$ cat config.mk
export PLATFORM = sky130hd
export DESIGN_NAME = lfsr_gen_param
export DESIGN_NICKNAME = d
export VERILOG_FILES = /design/src/rtl/lfsr_gen_param.sv
export SDC_FILE = /design/constraint.sdc
export NUM_CORES = 1
export LEC_CHECK = 0
export ABC_AREA = 1
export BUFFER_PORTS_ARGS = -buffer_cell sky130_fd_sc_hd__clkbuf_2
export CORE_ASPECT_RATIO = 2
export CORE_UTILIZATION = 53
export CTS_BUF_LIST = sky130_fd_sc_hd__clkbuf_4
export DETAILED_ROUTE_END_ITERATION = 16
export PLACE_DENSITY = 0.78
export RECOVER_POWER = 100
export SYNTH_ARGS = -nofsm -noshare
export SYNTH_HDL_FRONTEND = slang
export SYNTH_SLANG_ARGS = --single-unit
$ cat constraint.sdc
create_clock -name qzt_clk -period 1.95 [get_ports qzt_clk]
set_clock_uncertainty 0.15 [all_clocks]
set_input_delay 0.0975 -clock qzt_clk [delete_from_list [all_inputs] [get_ports qzt_clk]]
set_output_delay 0.0975 -clock qzt_clk [all_outputs]
set_load 0.05 [all_outputs]
$ cat src/rtl/lfsr_gen_param.sv
// Parametrised Fibonacci LFSR with seed load, enable gating, valid strobe, lockup flag and wrap pulse.
// Optional: define LFSR_LOCKUP_RECOVER_EN to steer zero seeds to DEFAULT_SEED.
module lfsr_gen_param #(
  parameter int unsigned      WIDTH        = 31,
  parameter logic [WIDTH-1:0] TAPS         = WIDTH'(32'h48000020),
  parameter int unsigned      STEPS        = 1,
  parameter logic [WIDTH-1:0] DEFAULT_SEED = WIDTH'(1)
) (
  input  logic             qzt_clk,
  input  logic             rst_n,
  input  logic             seed_load,
  input  logic [WIDTH-1:0] seed,
  input  logic             enable,
  output logic [WIDTH-1:0] out,
  output logic             out_valid,
  output logic             lockup,
  output logic             wrap
);

  logic [WIDTH-1:0] state_q, state_d;
  logic [WIDTH-1:0] ref_q, ref_d;
  logic [WIDTH-1:0] adv_c;
  logic             valid_q, valid_d;
  logic             lock_q, lock_d;
  logic             wrap_q, wrap_d;

  // STEPS single-bit Fibonacci shifts unrolled into one combinational advance
  always_comb begin
    adv_c = state_q;
    for (int unsigned k = 0; k < STEPS; k++) begin
      adv_c = {adv_c[WIDTH-2:0], ^(adv_c & TAPS)};
    end
  end

  // Load has priority over advance; idle holds state and drops the strobes
  always_comb begin
    state_d = state_q;
    ref_d   = ref_q;
    valid_d = 1'b0;
    wrap_d  = 1'b0;
    if (seed_load) begin
      valid_d = 1'b1;
`ifdef LFSR_LOCKUP_RECOVER_EN
      state_d = (seed == '0) ? DEFAULT_SEED : seed;
`else
      state_d = seed;
`endif
      ref_d   = state_d;
    end else if (enable) begin
      valid_d = 1'b1;
`ifdef LFSR_LOCKUP_RECOVER_EN
      state_d = (adv_c == '0) ? DEFAULT_SEED : adv_c;
`else
      state_d = adv_c;
`endif
      wrap_d  = (state_d == ref_q);
    end
`ifdef LFSR_LOCKUP_RECOVER_EN
    lock_d = seed_load && (seed == '0);
`else
    lock_d = (state_d == '0);
`endif
  end

  always_ff @(posedge qzt_clk or negedge rst_n) begin
    if (!rst_n) begin
      state_q <= DEFAULT_SEED;
      ref_q   <= DEFAULT_SEED;
      valid_q <= 1'b0;
      lock_q  <= 1'b0;
      wrap_q  <= 1'b0;
    end else begin
      state_q <= state_d;
      ref_q   <= ref_d;
      valid_q <= valid_d;
      lock_q  <= lock_d;
      wrap_q  <= wrap_d;
    end
  end

  assign out       = state_q;
  assign out_valid = valid_q;
  assign lockup    = lock_q;
  assign wrap      = wrap_q;

endmodule

---- After elaboration in Yosys (flattened, before gate mapping) ----
Cells that the tools add are included.
storage, ports and cells
  register bits ........................... 65
  bits in latches ......................... 0
  memory bits (writable) .................. 0
  memory bits (read-only) ................. 0
  memories ................................ 0
operators by class
  add/sub/neg operators ................... 0
  multiply operators ...................... 0
  divide/modulo/power cells ............... 0
  order comparisons ....................... 0
  equal/unequal tests ..................... 1
  shift operators ......................... 0
  muxes and demuxes ....................... 6
  bitwise operators ....................... 0
  reduce and logical (&&, ||, !) cells .... 2
operator list
  operator            count
  $mux W31            2
  $eq A31 B31 Y1      1
  $logic_not A31 Y1   1
  $reduce_xor A31 Y1  1
  $mux W1             4

---- Logic depth before layout (Yosys ltp) ----
  depth in word-level cells ............... 4
  gate-level depth with buffers ........... 11
  gate-level depth less buffers ........... 9

---- Least setup slack after synthesis ----
Ideal clock, no wire load.
  kind .................................... reg2reg
  from .................................... register state_q[30], in the netlist out[30]
  to ...................................... register lock_q, in the netlist lockup
  setup time .............................. 0.071 ns
  arrival ................................. 1.368 ns
  data required time ...................... 1.729 ns
  path slack .............................. 0.360 ns
  cell stages (with the launch flop) ...... 9
  path buffers ............................ 1
  clock period less this slack ............ 1.590 ns
  cells stage by stage .................... dfrtp_1 > buf_2 > xor2_1 > nand2_1 > nand3_1 > nand2_1 > inv_1 > nand3_1 > nor2_1
on the way
  longest elaborated chain between the ends .. 4
RTL lines
  element                 line  text
  start, declared         20    logic [WIDTH-1:0] state_q, state_d;
  start signal, assigned  73    state_q <= state_d;
  $reduce_xor A31 Y1      31    adv_c = {adv_c[WIDTH-2:0], ^(adv_c & TAPS)};
  $mux W31                49    end else if (enable) begin
  $mux W31                41    if (seed_load) begin
  named net state_d[0]    20
  $logic_not A31 Y1       61    lock_d = (state_d == '0);
  named net lock_d        24    logic lock_q, lock_d;
  end signal, assigned    76    lock_q <= lock_d;
  end, declared           24
The timed path passes the listed nets, and every way through them passes these cells.
A chain may end at the register's enable or synchronous reset.

==> summary.md <==
The flow ran to the end, and the final reports show no timing, DRC or antenna violations. Vias after detailed routing: 3181. The worst register-to-register path begins at out[5]$_DFF_PN0_.

The logs give 2150 ps for the data required time at the worst endpoint and 0.419 for the relative max-transition margin. Setup repair after global routing left no endpoint under its margin. The synthesized netlist contains 20 unique library cells. Once detail routing completed, the nets flagged for antenna violations numbered 0. Summed over all nets, the half-perimeter wirelength after detailed placement is 6.39 mm. The logs give 1250 µm² for the combined area of the multi-input logic cells and 572 for the number of standard cells in the layout, taps in and fillers out. The clock net in this run drives a total of 65 sinks.

Number of pins with negative max-slew slack in the final report: 0. The floorplan step set the die width to 56.3 µm. The ratio of final minimum period to clock period is 0.956. The post-layout worst setup margin came out at 84.9 ps. The effective utilization at floorplan is 0.548.

Element type at the critical path start: a primary input. The number of maximum-capacitance violations was 0; the share of the core filled with cells was 0.691. Synthesis produced 399 cells. Type of destination of the critical path: a flop. In this run the mean area of a mapped cell was 7.84 µm².

The fraction of final layout cells sized beyond drive strength 1 is 0.121, and the final-report hold violation count is 0. The area of the die came out at 6230 µm². The congestion estimate from routability-driven global placement came to 0.984. For this design the static power due to leakage is 1.96 nW.

The total power density per cell area is 853 nW/µm². Average wire length per cell after detail routing: 15.8 µm. The completed layout was analyzed and its total power is 3.37 mW. The run gives 3510 µm² as the placed instance area. The worst supply voltage drop on vdd is 0.000758 V, and the number of global-route vias before repair is 3189. The register area came out at 1630 µm².

The run gives 0 as the total of warnings raised by yosys. The final design instance area without fill was 3950 µm²; the area of the core was 5710 µm². In the routed design, unresolved DRC markers number 0. Total length of routed wires: 9.05 mm.

TritonCTS built the clock tree. Counting the buffers created by CTS gives 9. The critical path is of the in -> reg type.

The number of diodes was 0; the total standard cell area after synthesis was 3130 µm². After clock tree synthesis, the clock-pin slew on the worst setup and hold paths is 100 ps. The post-synthesis net count is 434, and the count of buffers from port buffering is 68. The first global-routing pass estimated 14.9 mm of wire. The endpoint of the worst setup timing path was ref_q[0]$_DFFE_PN1P_. Reg2reg setup slack: 430 ps.

The tightest min-delay check is of the in -> async type. The time the worst path needs with I/O delays and setup works out to 1870 ps. The initial antenna violation count was 0.

The tools report the launching element of the worst setup path as seed_load. The residual overflow from global routing is 0. The sequential-to-total area share from yosys stat was 0.521. The root buffer cell chosen for the clock tree is sky130_fd_sc_hd__clkbuf_4. The run gives 2 as the number of buffers on the longest clock path.

Count of pins on the block boundary: 69. In this run the critical register-to-register path is captured at lockup$_DFF_PN0_. The initialized floorplan defines 39 standard-cell rows. The number of setup buffers added after CTS is 0.

Adding up every negative setup slack in the final design gives 0 ps. The total track usage is 0.317. The placement-stage worst setup slack was 287 ps; the layout net count was 541. For the H-tree depth, the log shows 3. Data arrives at the worst endpoint at 2060 ps. The clock reaches the later pin of the worst-skew pair after 420 ps. Entering global routing, the biggest net connects 66 pins.

The number of synthesized register bits came out at 65. Before antenna repair, the detailed router went through 5 iterations. Setup violations remaining at the end of the flow were counted as 0. The number of cells on the worst reg-to-reg path is 7, and the area added between synthesis and finish is 26.2%. At the pin with the least slew margin, the transition time is 871 ps.

The routed via count divided by cell count was 5.56. After the first detailed-routing iteration, the DRC count stood at 165. Counting tap cells, the placed design contains a total of 519 instances.

In this run the vertical extent of the chip is 111 µm. The highest clock rate came out at 0.536 GHz. The worst hold slack is 280 ps.

Maximum fanout encountered on the critical timing path: 11. For the fill cell instance count of the final layout, the log shows 505.
layout by cell type (no fill, tap or decap):
cell type and count:
sky130_fd_sc_hd__a21boi_0 1, sky130_fd_sc_hd__a21oi_1 2, sky130_fd_sc_hd__buf_4 5, sky130_fd_sc_hd__bufinv_16 1
sky130_fd_sc_hd__clkbuf_1 37, sky130_fd_sc_hd__clkbuf_2 33, sky130_fd_sc_hd__clkbuf_4 13, sky130_fd_sc_hd__clkinv_1 1
sky130_fd_sc_hd__clkinv_2 2, sky130_fd_sc_hd__dfrtp_1 63, sky130_fd_sc_hd__dfstp_2 2, sky130_fd_sc_hd__dlygate4sd3_1 37
sky130_fd_sc_hd__inv_1 33, sky130_fd_sc_hd__inv_2 3, sky130_fd_sc_hd__nand2_1 129, sky130_fd_sc_hd__nand3_1 51
sky130_fd_sc_hd__nand4_1 1, sky130_fd_sc_hd__nor2_1 40, sky130_fd_sc_hd__nor2_2 2, sky130_fd_sc_hd__o21ai_0 35
sky130_fd_sc_hd__o22ai_1 8, sky130_fd_sc_hd__or2_2 1, sky130_fd_sc_hd__xnor2_1 5, sky130_fd_sc_hd__xor2_1 6
what timing repair did:
item                                   in CTS  in global routing
gates resized for setup                     0                  3
setup endpoints to repair                   0                  2
hold buffers                               37                  0
endpoints found under the hold margin     128                  0
how the worst min path moves through the flow:
stage	to	cells past startpoint
after global placement	ref_q[7]$_DFFE_PN0P_	2
after detailed placement	out[7]$_DFF_PN0_	2
after CTS	ref_q[13]$_DFFE_PN0P_	3
after global routing	ref_q[23]$_DFFE_PN0P_	4
after floorplan	lockup$_DFF_PN0_	0
final	out[7]$_DFF_PN0_	3
synth_stat cells:
cell | n | share of area
sky130_fd_sc_hd__o22ai_1 | 8 | 0.016
sky130_fd_sc_hd__nor2_2 | 2 | 0.0040
sky130_fd_sc_hd__a21boi_0 | 1 | 0.0024
sky130_fd_sc_hd__nand4_1 | 1 | 0.0020
sky130_fd_sc_hd__buf_4 | 2 | 0.0048
sky130_fd_sc_hd__buf_6 | 4 | 0.014
sky130_fd_sc_hd__a21oi_1 | 2 | 0.0032
sky130_fd_sc_hd__dfrtp_1 | 63 | 0.50
sky130_fd_sc_hd__xnor2_1 | 5 | 0.014
sky130_fd_sc_hd__inv_1 | 33 | 0.040
sky130_fd_sc_hd__o21ai_0 | 35 | 0.056
sky130_fd_sc_hd__nand3_1 | 51 | 0.082
sky130_fd_sc_hd__inv_2 | 3 | 0.0036
sky130_fd_sc_hd__buf_2 | 7 | 0.011
sky130_fd_sc_hd__xor2_1 | 6 | 0.017
sky130_fd_sc_hd__clkbuf_1 | 4 | 0.0048
sky130_fd_sc_hd__dfstp_2 | 2 | 0.017
sky130_fd_sc_hd__or2_2 | 1 | 0.0020
sky130_fd_sc_hd__nor2_1 | 40 | 0.048
sky130_fd_sc_hd__nand2_1 | 129 | 0.15
per-layer routing:
| layer | track usage | up-vias | part of all wire |
|---|---|---|---|
| li1 | - | 1488 | - |
| met1 | 0.353 | 1465 | 0.36 |
| met2 | 0.527 | 181 | 0.51 |
| met3 | 0.0656 | 47 | 0.061 |
| met4 | 0.223 | 0 | 0.068 |
| met5 | 0 | - | 0 |
cell type report:
type / instances / share of cell area
clock inverter: 4 / 0.0111
tap: 61 / 0.0193
timing repair buffer: 113 / 0.182
multi-input combinational: 281 / 0.318
clock buffer: 12 / 0.0228
inverter: 36 / 0.0342
sequential: 65 / 0.413
worst max-delay path, cell delays in order:
cell and delay, ps:
sky130_fd_sc_hd__dlygate4sd3_1 540, sky130_fd_sc_hd__buf_4 180, sky130_fd_sc_hd__nand2_1 80, sky130_fd_sc_hd__dlygate4sd3_1 540, sky130_fd_sc_hd__o21ai_0 70, sky130_fd_sc_hd__dlygate4sd3_1 550
state kept, by name, indices dropped and copies added (netlist names):
register and cells:
lockup 1, out 31, out_valid 1, ref_q 31, wrap 1
report_power, final:
part           switching [mW]  leakage [nW]  internal, mW
sequential              0.133         0.791          1.47
combinational           0.608          1.09         0.255
clock                   0.468        0.0787         0.427
logic make-up (layout without fill, tap and decap cells):
group | Yosys count | count (layout) | share of synthesized area
XOR/XNOR | 11 | 11 | 0.0308
AND/OR/NAND/NOR | 224 | 224 | 0.292
flip-flops | 65 | 65 | 0.521
AO/OA/AOI/OAI | 46 | 46 | 0.0776
buffers and inverters | 53 | 165 | 0.0784
Note: power is estimated with default switching activity, not from simulation.
